$ cat src/rtl/wb_regfile.sv
`default_nettype none
// ============================================================================
// Module  : wb_regfile
// Brief   : Write-back select fused with the register file; two bypassed
//           combinational read ports and a one-cycle last-write history.
// Revision: 1.0
// ============================================================================
module wb_regfile #(
  parameter int DATA_WIDTH = 32,
  parameter int ADDR_WIDTH = 5,
  parameter bit BYPASS_EN  = 1'b1
) (
  input  logic                  Clk,
  input  logic                  Rst,
  input  logic                  RegWrite,
  input  logic                  MemtoReg,
  input  logic [DATA_WIDTH-1:0] readMem_in,
  input  logic [DATA_WIDTH-1:0] ALUResult_in,
  input  logic [ADDR_WIDTH-1:0] WriteReg_in,
  input  logic [ADDR_WIDTH-1:0] ReadReg1,
  input  logic [ADDR_WIDTH-1:0] ReadReg2,
  output logic [DATA_WIDTH-1:0] ReadData1,
  output logic [DATA_WIDTH-1:0] ReadData2,
  output logic [DATA_WIDTH-1:0] WriteData_out,
  output logic                  LastWriteValid,
  output logic [ADDR_WIDTH-1:0] LastWriteReg,
  output logic [DATA_WIDTH-1:0] LastWriteData
);

  localparam int                    DEPTH      = 2 ** ADDR_WIDTH;
  localparam logic [ADDR_WIDTH-1:0] C_ZERO_REG = '0;

  logic [DATA_WIDTH-1:0] regs_q [DEPTH];
  logic [DATA_WIDTH-1:0] regs_d [DEPTH];

  logic                  last_valid_q, last_valid_d;
  logic [ADDR_WIDTH-1:0] last_reg_q,   last_reg_d;
  logic [DATA_WIDTH-1:0] last_data_q,  last_data_d;

  logic                  commit;
  logic                  bypass_ok;

  logic [1:0][ADDR_WIDTH-1:0] rd_idx;
  logic [1:0][DATA_WIDTH-1:0] rd_data;

  assign WriteData_out = MemtoReg ? readMem_in : ALUResult_in;
  assign commit        = RegWrite && (WriteReg_in != C_ZERO_REG);
  // Bypass is suppressed while reset is held so the read ports show all zeros.
  assign bypass_ok     = BYPASS_EN && commit && Rst;

  always_comb begin
    for (int i = 0; i < DEPTH; i++) begin
      regs_d[i] = regs_q[i];
      if (i != 0 && commit && WriteReg_in == ADDR_WIDTH'(i)) begin
        regs_d[i] = WriteData_out;
      end
    end
    regs_d[0] = '0;
  end

  always_comb begin
    last_valid_d = commit;
    last_reg_d   = commit ? WriteReg_in   : '0;
    last_data_d  = commit ? WriteData_out : '0;
  end

  always_ff @(posedge Clk or negedge Rst) begin
    if (!Rst) begin
      for (int i = 0; i < DEPTH; i++) begin
        regs_q[i] <= '0;
      end
      last_valid_q <= 1'b0;
      last_reg_q   <= '0;
      last_data_q  <= '0;
    end else begin
      for (int i = 0; i < DEPTH; i++) begin
        regs_q[i] <= regs_d[i];
      end
      last_valid_q <= last_valid_d;
      last_reg_q   <= last_reg_d;
      last_data_q  <= last_data_d;
    end
  end

  assign rd_idx = {ReadReg2, ReadReg1};

  always_comb begin
    for (int k = 0; k < 2; k++) begin
      rd_data[k] = regs_q[rd_idx[k]];
      if (rd_idx[k] == C_ZERO_REG || !Rst) begin
        rd_data[k] = '0;
      end else if (bypass_ok && WriteReg_in == rd_idx[k]) begin
        rd_data[k] = WriteData_out;
      end
    end
  end

  assign ReadData1      = rd_data[0];
  assign ReadData2      = rd_data[1];
  assign LastWriteValid = last_valid_q;
  assign LastWriteReg   = last_reg_q;
  assign LastWriteData  = last_data_q;

endmodule
`default_nettype wire

$ cat config.mk
export PLATFORM = sky130hd
export DESIGN_NAME = wb_regfile
export DESIGN_NICKNAME = d
export VERILOG_FILES = /design/src/rtl/wb_regfile.sv
export SDC_FILE = /design/constraint.sdc
export NUM_CORES = 2
export LEC_CHECK = 0
export ABC_AREA = 1
export ABC_CLOCK_PERIOD_IN_PS = 2400
export BUFFER_PORTS_ARGS = -buffer_cell sky130_fd_sc_hd__buf_2
export CAP_MARGIN = 20
export CORE_MARGIN = 4
export CORE_UTILIZATION = 38
export CTS_BUF_LIST = sky130_fd_sc_hd__clkbuf_4
export CTS_CLUSTER_DIAMETER = 120
export DETAILED_ROUTE_END_ITERATION = 6
export MAX_ROUTING_LAYER = met4
export PLACE_DENSITY_LB_ADDON = 0.15
export SETUP_SLACK_MARGIN = 0.02
export SKIP_CTS_REPAIR_TIMING = 1
export SYNTH_ARGS = -nofsm -noshare
export SYNTH_HDL_FRONTEND = slang
export SYNTH_SLANG_ARGS = --single-unit
export TNS_END_PERCENT = 30
$ cat constraint.sdc
create_clock -name Clk -period 2.4 [get_ports Clk]
set_input_delay 0.36 -clock Clk [delete_from_list [all_inputs] [get_ports Clk]]
set_output_delay 0.36 -clock Clk [all_outputs]
set_load 0.1 [all_outputs]
Word level (Yosys, flattened, before mapping)
Index checks and enable logic that the tools add are counted.
Operators by class
  add/subtract/negate cells: 0
  multipliers: 0
  divide/modulo/power cells: 0
  magnitude comparators: 2
  eq/ne operators: 33
  shift operators: 0
  multiplexer cells: 13
  bitwise gates (word level): 2
  reduce and logical (&&, ||, !) cells: 41
Operators by type and width (count)
  binary-select mux 32 bit (select 5 bit): 2
  two-way mux 32 bit: 10
  equality test 5 bit, second input constant: 16
  equality test 5 x 4 -> 1 bit, second input constant: 8
  logical AND 1 bit: 35
  equality test 5 x 3 -> 1 bit, second input constant: 4
  greater-or-equal comparator 6 bit, second input constant: 2
  inverter 5 -> 6 bit: 2
  equality test 5 x 2 -> 1 bit, second input constant: 2
  equality test 5 bit: 2
  logical NOT 5 bit: 2
  equality test 5 x 1 -> 1 bit, second input constant: 1
  two-way mux 5 bit: 1
  nonzero test 5 bit: 1
  logical OR 1 bit: 2
  logical NOT 1 bit: 1
Storage, ports and cells
  flip-flop bits (word level): 1030
  latch bits: 0
  memory bits (writable): 0
  bits in read-only memories: 0
  bits of input ports: 83
  output and inout bits: 134
  word-level logic and storage cells: 125
  memories: 0

Logic depth before layout (Yosys ltp)
  depth after elaboration: 6
  gate-level depth with buffers: 14
  depth with buffers taken out: 11

Least setup slack after synthesis
No wires, ideal clock.
  path type: input -> output
  from: input port ReadReg1[4]
  to: output port ReadData1[30]
  arrival time: 3.066 ns
  required time: 2.040 ns
  path slack: -1.026 ns
  cell stages on the path: 7
  path buffers: 2
  cell sequence: clkbuf_1 -> xnor2_1 -> nand2_1 -> nor3_1 -> nand2_1 -> clkbuf_1 -> a21oi_1
On the way
  longest elaborated chain between the ends: 6
  elaborated cells between the ends (all ways): 10
  classes of those cells: eq/ne: 1; mux: 5; bitwise: 1; reduce/logical: 3
Ends and longest elaborated chain
  start: declaration: RTL line 20  | input logic [ADDR_WIDTH-1:0] ReadReg1,
  inverter 5 -> 6 bit (implied by the code): RTL line 89  | rd_data[k] = regs_q[rd_idx[k]];
  binary-select mux 32 bit (select 5 bit): RTL line 89
  two-way mux 32 bit (implied by the code) (2 in series): RTL line 89
  two-way mux 32 bit: RTL line 92  | end else if (bypass_ok && WriteReg_in == rd_idx[k]) begin
  two-way mux 32 bit (*): RTL line 90  | if (rd_idx[k] == C_ZERO_REG || !Rst) begin
  end: declaration: RTL line 22  | output logic [DATA_WIDTH-1:0] ReadData1,
Every way passes the cells marked *; elsewhere a longest branch is shown, timed or not. The select of a mux whose other input is x is not followed.

Worst setup path in the final report
  from: input port WriteReg_in[0]
  to: output port ReadData1[30]
On the way
  longest elaborated chain between the ends: 6
  elaborated cells between the ends (all ways): 7
  classes of those cells: eq/ne: 1; mux: 2; reduce/logical: 4
Ends and longest elaborated chain
  start: declaration: RTL line 19  | input logic [ADDR_WIDTH-1:0] WriteReg_in,
  nonzero test 5 bit: RTL line 47  | assign commit = RegWrite && (WriteReg_in != C_ZERO_REG);
  logical AND 1 bit: RTL line 47
  logical AND 1 bit: RTL line 49  | assign bypass_ok = BYPASS_EN && commit && Rst;
  logical AND 1 bit (*): RTL line 92
  two-way mux 32 bit (*): RTL line 92
  two-way mux 32 bit (*): RTL line 90
Every way passes the cells marked *; elsewhere a longest branch is shown, timed or not.

==> metrics list <==
- The run finished, with violations left.
- The final reports fail on DRC, setup timing.
- Based on the critical path, the design can be clocked at up to between 0.3 and 0.4 GHz.
* Commonest register cell after synthesis: sky130_fd_sc_hd__dfrtp_1
* Hold crit path type: in -> reg
- Routability cong.: 0.943
- TritonCTS built the clock tree.
- The count of nets left with antenna violations once routing finished came out at 0.
- # DRC: 18
- Dominant cells by area after synthesis: sky130_fd_sc_hd__dfrtp_1 (43%), sky130_fd_sc_hd__nand2_1 (20%), sky130_fd_sc_hd__nand3_1 (14%), sky130_fd_sc_hd__o21ai_0 (8.1%), sky130_fd_sc_hd__inv_1 (6.0%)
- The initialized floorplan defines about 150 standard-cell rows.
- Average wire per cell in the routed design: between 20 and 25 µm
- In the layout the commonest cells are sky130_fd_sc_hd__nand2_1 (3144), sky130_fd_sc_hd__nand3_1 (1500), sky130_fd_sc_hd__dfrtp_1 (1027), sky130_fd_sc_hd__o21ai_0 (927), sky130_fd_sc_hd__inv_1 (874).
- Endpoint of the worst hold-timing path: LastWriteData[14]
- Drt total wl: approximately 270 mm
- Type of the worst setup path: in -> out
- Port Buf Inserts: 216
* Number of DRC violations after detailed-routing iteration 0: roughly 8800
- Min-Delay Startpoint: ALUResult_in[14]
- Final core utilization: 49.4%
- Summing all flip-flop and latch instances after layout gives 25800 µm².
* Number of unique standard cell types used by synthesis: 25
- Counting flops with a built-in enable in the synthesized netlist gives 0.
- The number of antenna violations at the first check in global routing came to 8.
- The average instance in the mapped netlist occupies between 6 and 7 µm².
- Data required time of the critical path: 2.04 ns
- The floorplan step set the die width to between 400 and 500 µm.
- Most common library cell in the layout ignoring fill and taps: sky130_fd_sc_hd__nand2_1
- Pin count of the biggest net entering global routing: roughly 140
- Slowest cell on the critical path: sky130_fd_sc_hd__dlygate4sd3_1
- Layout-stage area growth over the synthesis result: 28.5%
* Area share of the leading cell type in the synthesized netlist: 42.7%
* RR Startpoint: regs_q[206]
- The multi-input combinational cells in the finished layout cover a total of approximately 30000 µm².
- Synthesized cell area: between 60000 and 70000 µm²
- Fin. Hold Viols: 0
* Max-slew headroom at the worst pin: 34.3%
- Data arrival, critical path: between 2 and 3 ns
- Global route overflow: 0
* Number of fill cells: 15579
- At the pin with the least slew margin, the transition time is 0.982 ns.
- Buffers inserted during clock tree synthesis total 313.
- The first global-routing pass estimated 398 mm of wire.
- In the finished design, the share of the clock period the worst path needs comes to 135%.
- Counting instances, the worst hold path has a depth of 6.
- Min setup slack post-route: -0.834 ns
- Across every metal layer, demand over resource in global routing totals between 30% and 40%.
- The via count of the first global-routing pass was just over 60000.
- The signal on the critical path passes through buf_2 > dlygate4sd3_1 > inv_2 > nand2_1 > nand4_1 > nor3_4 > buf_12 > nand2_2 > buf_4 > buf_4 > a21oi_4 > buf_12.
* Total count of max-transition violations in the final report: 0
* Power density cells: 739 nW/µm²
- Of all flip-flops after synthesis, the portion carrying an async set or reset was 100%.
- On the critical path the largest part of the delay comes from buffers and inverters.
- TritonCTS sink count: 1030
- Library cell occupying the most area in the post-synthesis netlist: sky130_fd_sc_hd__dfrtp_1
- Setup violation total in the final timing report: just over 90
- STA classifies the critical path endpoint as a primary output.
* Vias: 66251
- The floorplan step defined a core boundary enclosing ~160000 µm².
- Clock transition at the register clock pins on the worst setup and hold paths after CTS: 0.06 ns
- The cell count after synthesis came out at ~9100.
- Together, buffers and inverters on the worst path number 7.
- Of all nets on the critical path, the largest fanout is 12.
- Starting utilization of the core area: about two fifths
- Adding up every negative setup slack in the final design gives -54.25 ns.
- Clk Tree Root Cell: sky130_fd_sc_hd__clkbuf_4
- STA classifies the critical path startpoint as an input pin.
- Between clock sinks in the finished design, the worst skew comes to 0 ns.
* Num ports: approximately 220
- Yosys warns: 0
- In this design, the stage delay of the slowest critical-path cell is roughly 0.66 ns.
* Register area share after synthesis: a little over two fifths
* DRT Pass-1 Iters: 7
* Clk_lat worst skew: 1.25 ns
- Reg-to-Reg End: regs_q[206]
* Number of H-tree levels: 5
* Static power due to leakage: 38.3 nW
* Worst Reg2Reg Path Length in Cells: 4
* Placement Setup Slack: -0.358 ns
- Buffer levels on the longest clock path: 4
- Final hold analysis gives a worst-case slack of approximately 0.081 ns.
* Max rail drop VDD: ~480 µV
* Post-synthesis register bit count: just over 1000
- Summed over all nets, the half-perimeter wirelength after detailed placement is 166 mm.
- Fraction of layout instances using a drive strength above 1: approximately a fifth
- When the netlist entered floorplanning its net count stood at approximately 9000.
* RSZ-0062 raised after global routing: true
- Number of nets in the layout: 9758
- Area enclosed by the die boundary: ~170000 µm²
- Height of the die: slightly above 400 µm
* Detailed-route vias per instance: 5.55
* Minimum period implied by the final worst setup slack: ~3.2 ns
* Reg2reg setup slack: around 1.0 ns
* Total of max-cap violations: 0
-- worst max path at each step --
stage / cells after the start / to / startpoint
final: 12 / ReadData1[30] / WriteReg_in[0]
after global routing: 10 / ReadData2[28] / regs_q[316]
after CTS: 10 / ReadData2[13] / regs_q[109]
after detailed placement: 11 / ReadData1[20] / WriteReg_in[3]
after global placement: 11 / ReadData1[20] / WriteReg_in[3]
after floorplan: 11 / ReadData1[17] / ReadReg1[1]
-- sequential cells by signal, indices dropped and copies added (netlist names) --
register        flops
regs_q            992
LastWriteReg        5
LastWriteData      32
LastWriteValid      1
-- Yosys cell counts (6+ instances only) --
master	count
sky130_fd_sc_hd__a21oi_1	145
sky130_fd_sc_hd__buf_1	72
sky130_fd_sc_hd__buf_2	82
sky130_fd_sc_hd__clkbuf_1	594
sky130_fd_sc_hd__dfrtp_1	1030
sky130_fd_sc_hd__inv_1	957
sky130_fd_sc_hd__inv_2	11
sky130_fd_sc_hd__nand2_1	3233
sky130_fd_sc_hd__nand3_1	1743
sky130_fd_sc_hd__nand4_1	6
sky130_fd_sc_hd__nor2_1	186
sky130_fd_sc_hd__nor3_4	8
sky130_fd_sc_hd__o211ai_1	31
sky130_fd_sc_hd__o21ai_0	974
sky130_fd_sc_hd__o21ai_1	21
sky130_fd_sc_hd__or2_2	32
-- per-stage QoR --
stage / power, W / cells / cell area, µm²
floorplan: 0.0334 / 9144 / 60700
global placement: 0.0389 / 11282 / 70600
detailed placement: 0.0392 / 11282 / 70600
CTS: 0.0564 / 11806 / 74300
global route: 0.0609 / 11944 / 77500
finish: 0.0573 / 11945 / 77500
-- cell families after synthesis --
kind of cell / Yosys count / share of synthesized area (%)
buffers and inverters: 1719 / 10.9
DFF: 1030 / 42.7
and+or+nand+nor: 5215 / 36.4
xor gates and xnor gates: 8 / 0.116
AOI/OAI and AO/OA: 1172 / 9.86
-- per-layer routing --
layer	global-route usage [%]	routed length, µm
met1	45.5	115000
met2	46.8	115000
met3	6.67	29700
met4	12.6	10200
met5	-	0
-- power by group --
part	leakage, nW	total, W	switching [W]	internal [W]
logic	23.2	0.0164	0.0102	0.00622
registers	12.9	0.0239	0.00279	0.0211
clock network	2.24	0.0170	0.00820	0.00882
total	38.3	0.0573	0.0212	0.0361
-- tightest hold or removal path, cell delays in order --
cell	delay (ns)
sky130_fd_sc_hd__buf_2	0.09
sky130_fd_sc_hd__o21ai_2	0.04
sky130_fd_sc_hd__buf_4	0.15
sky130_fd_sc_hd__buf_4	0.24
sky130_fd_sc_hd__nor2_1	0.22
sky130_fd_sc_hd__buf_4	0.18
-- cell type report --
| type | instances | share of cell area, % |
|---|---|---|
| flip-flops and latches | 1030 | 33.3 |
| clock buffers | 447 | 4.33 |
| clock inverters | 77 | 0.484 |
| inverters | 970 | 5.06 |
| multi-input cells | 6395 | 38.8 |
| well taps | 2058 | 3.32 |
| diodes | 3 | 0.00969 |
| repair buffers | 965 | 14.8 |
No activity file was read; power rests on OpenSTA's default activity.
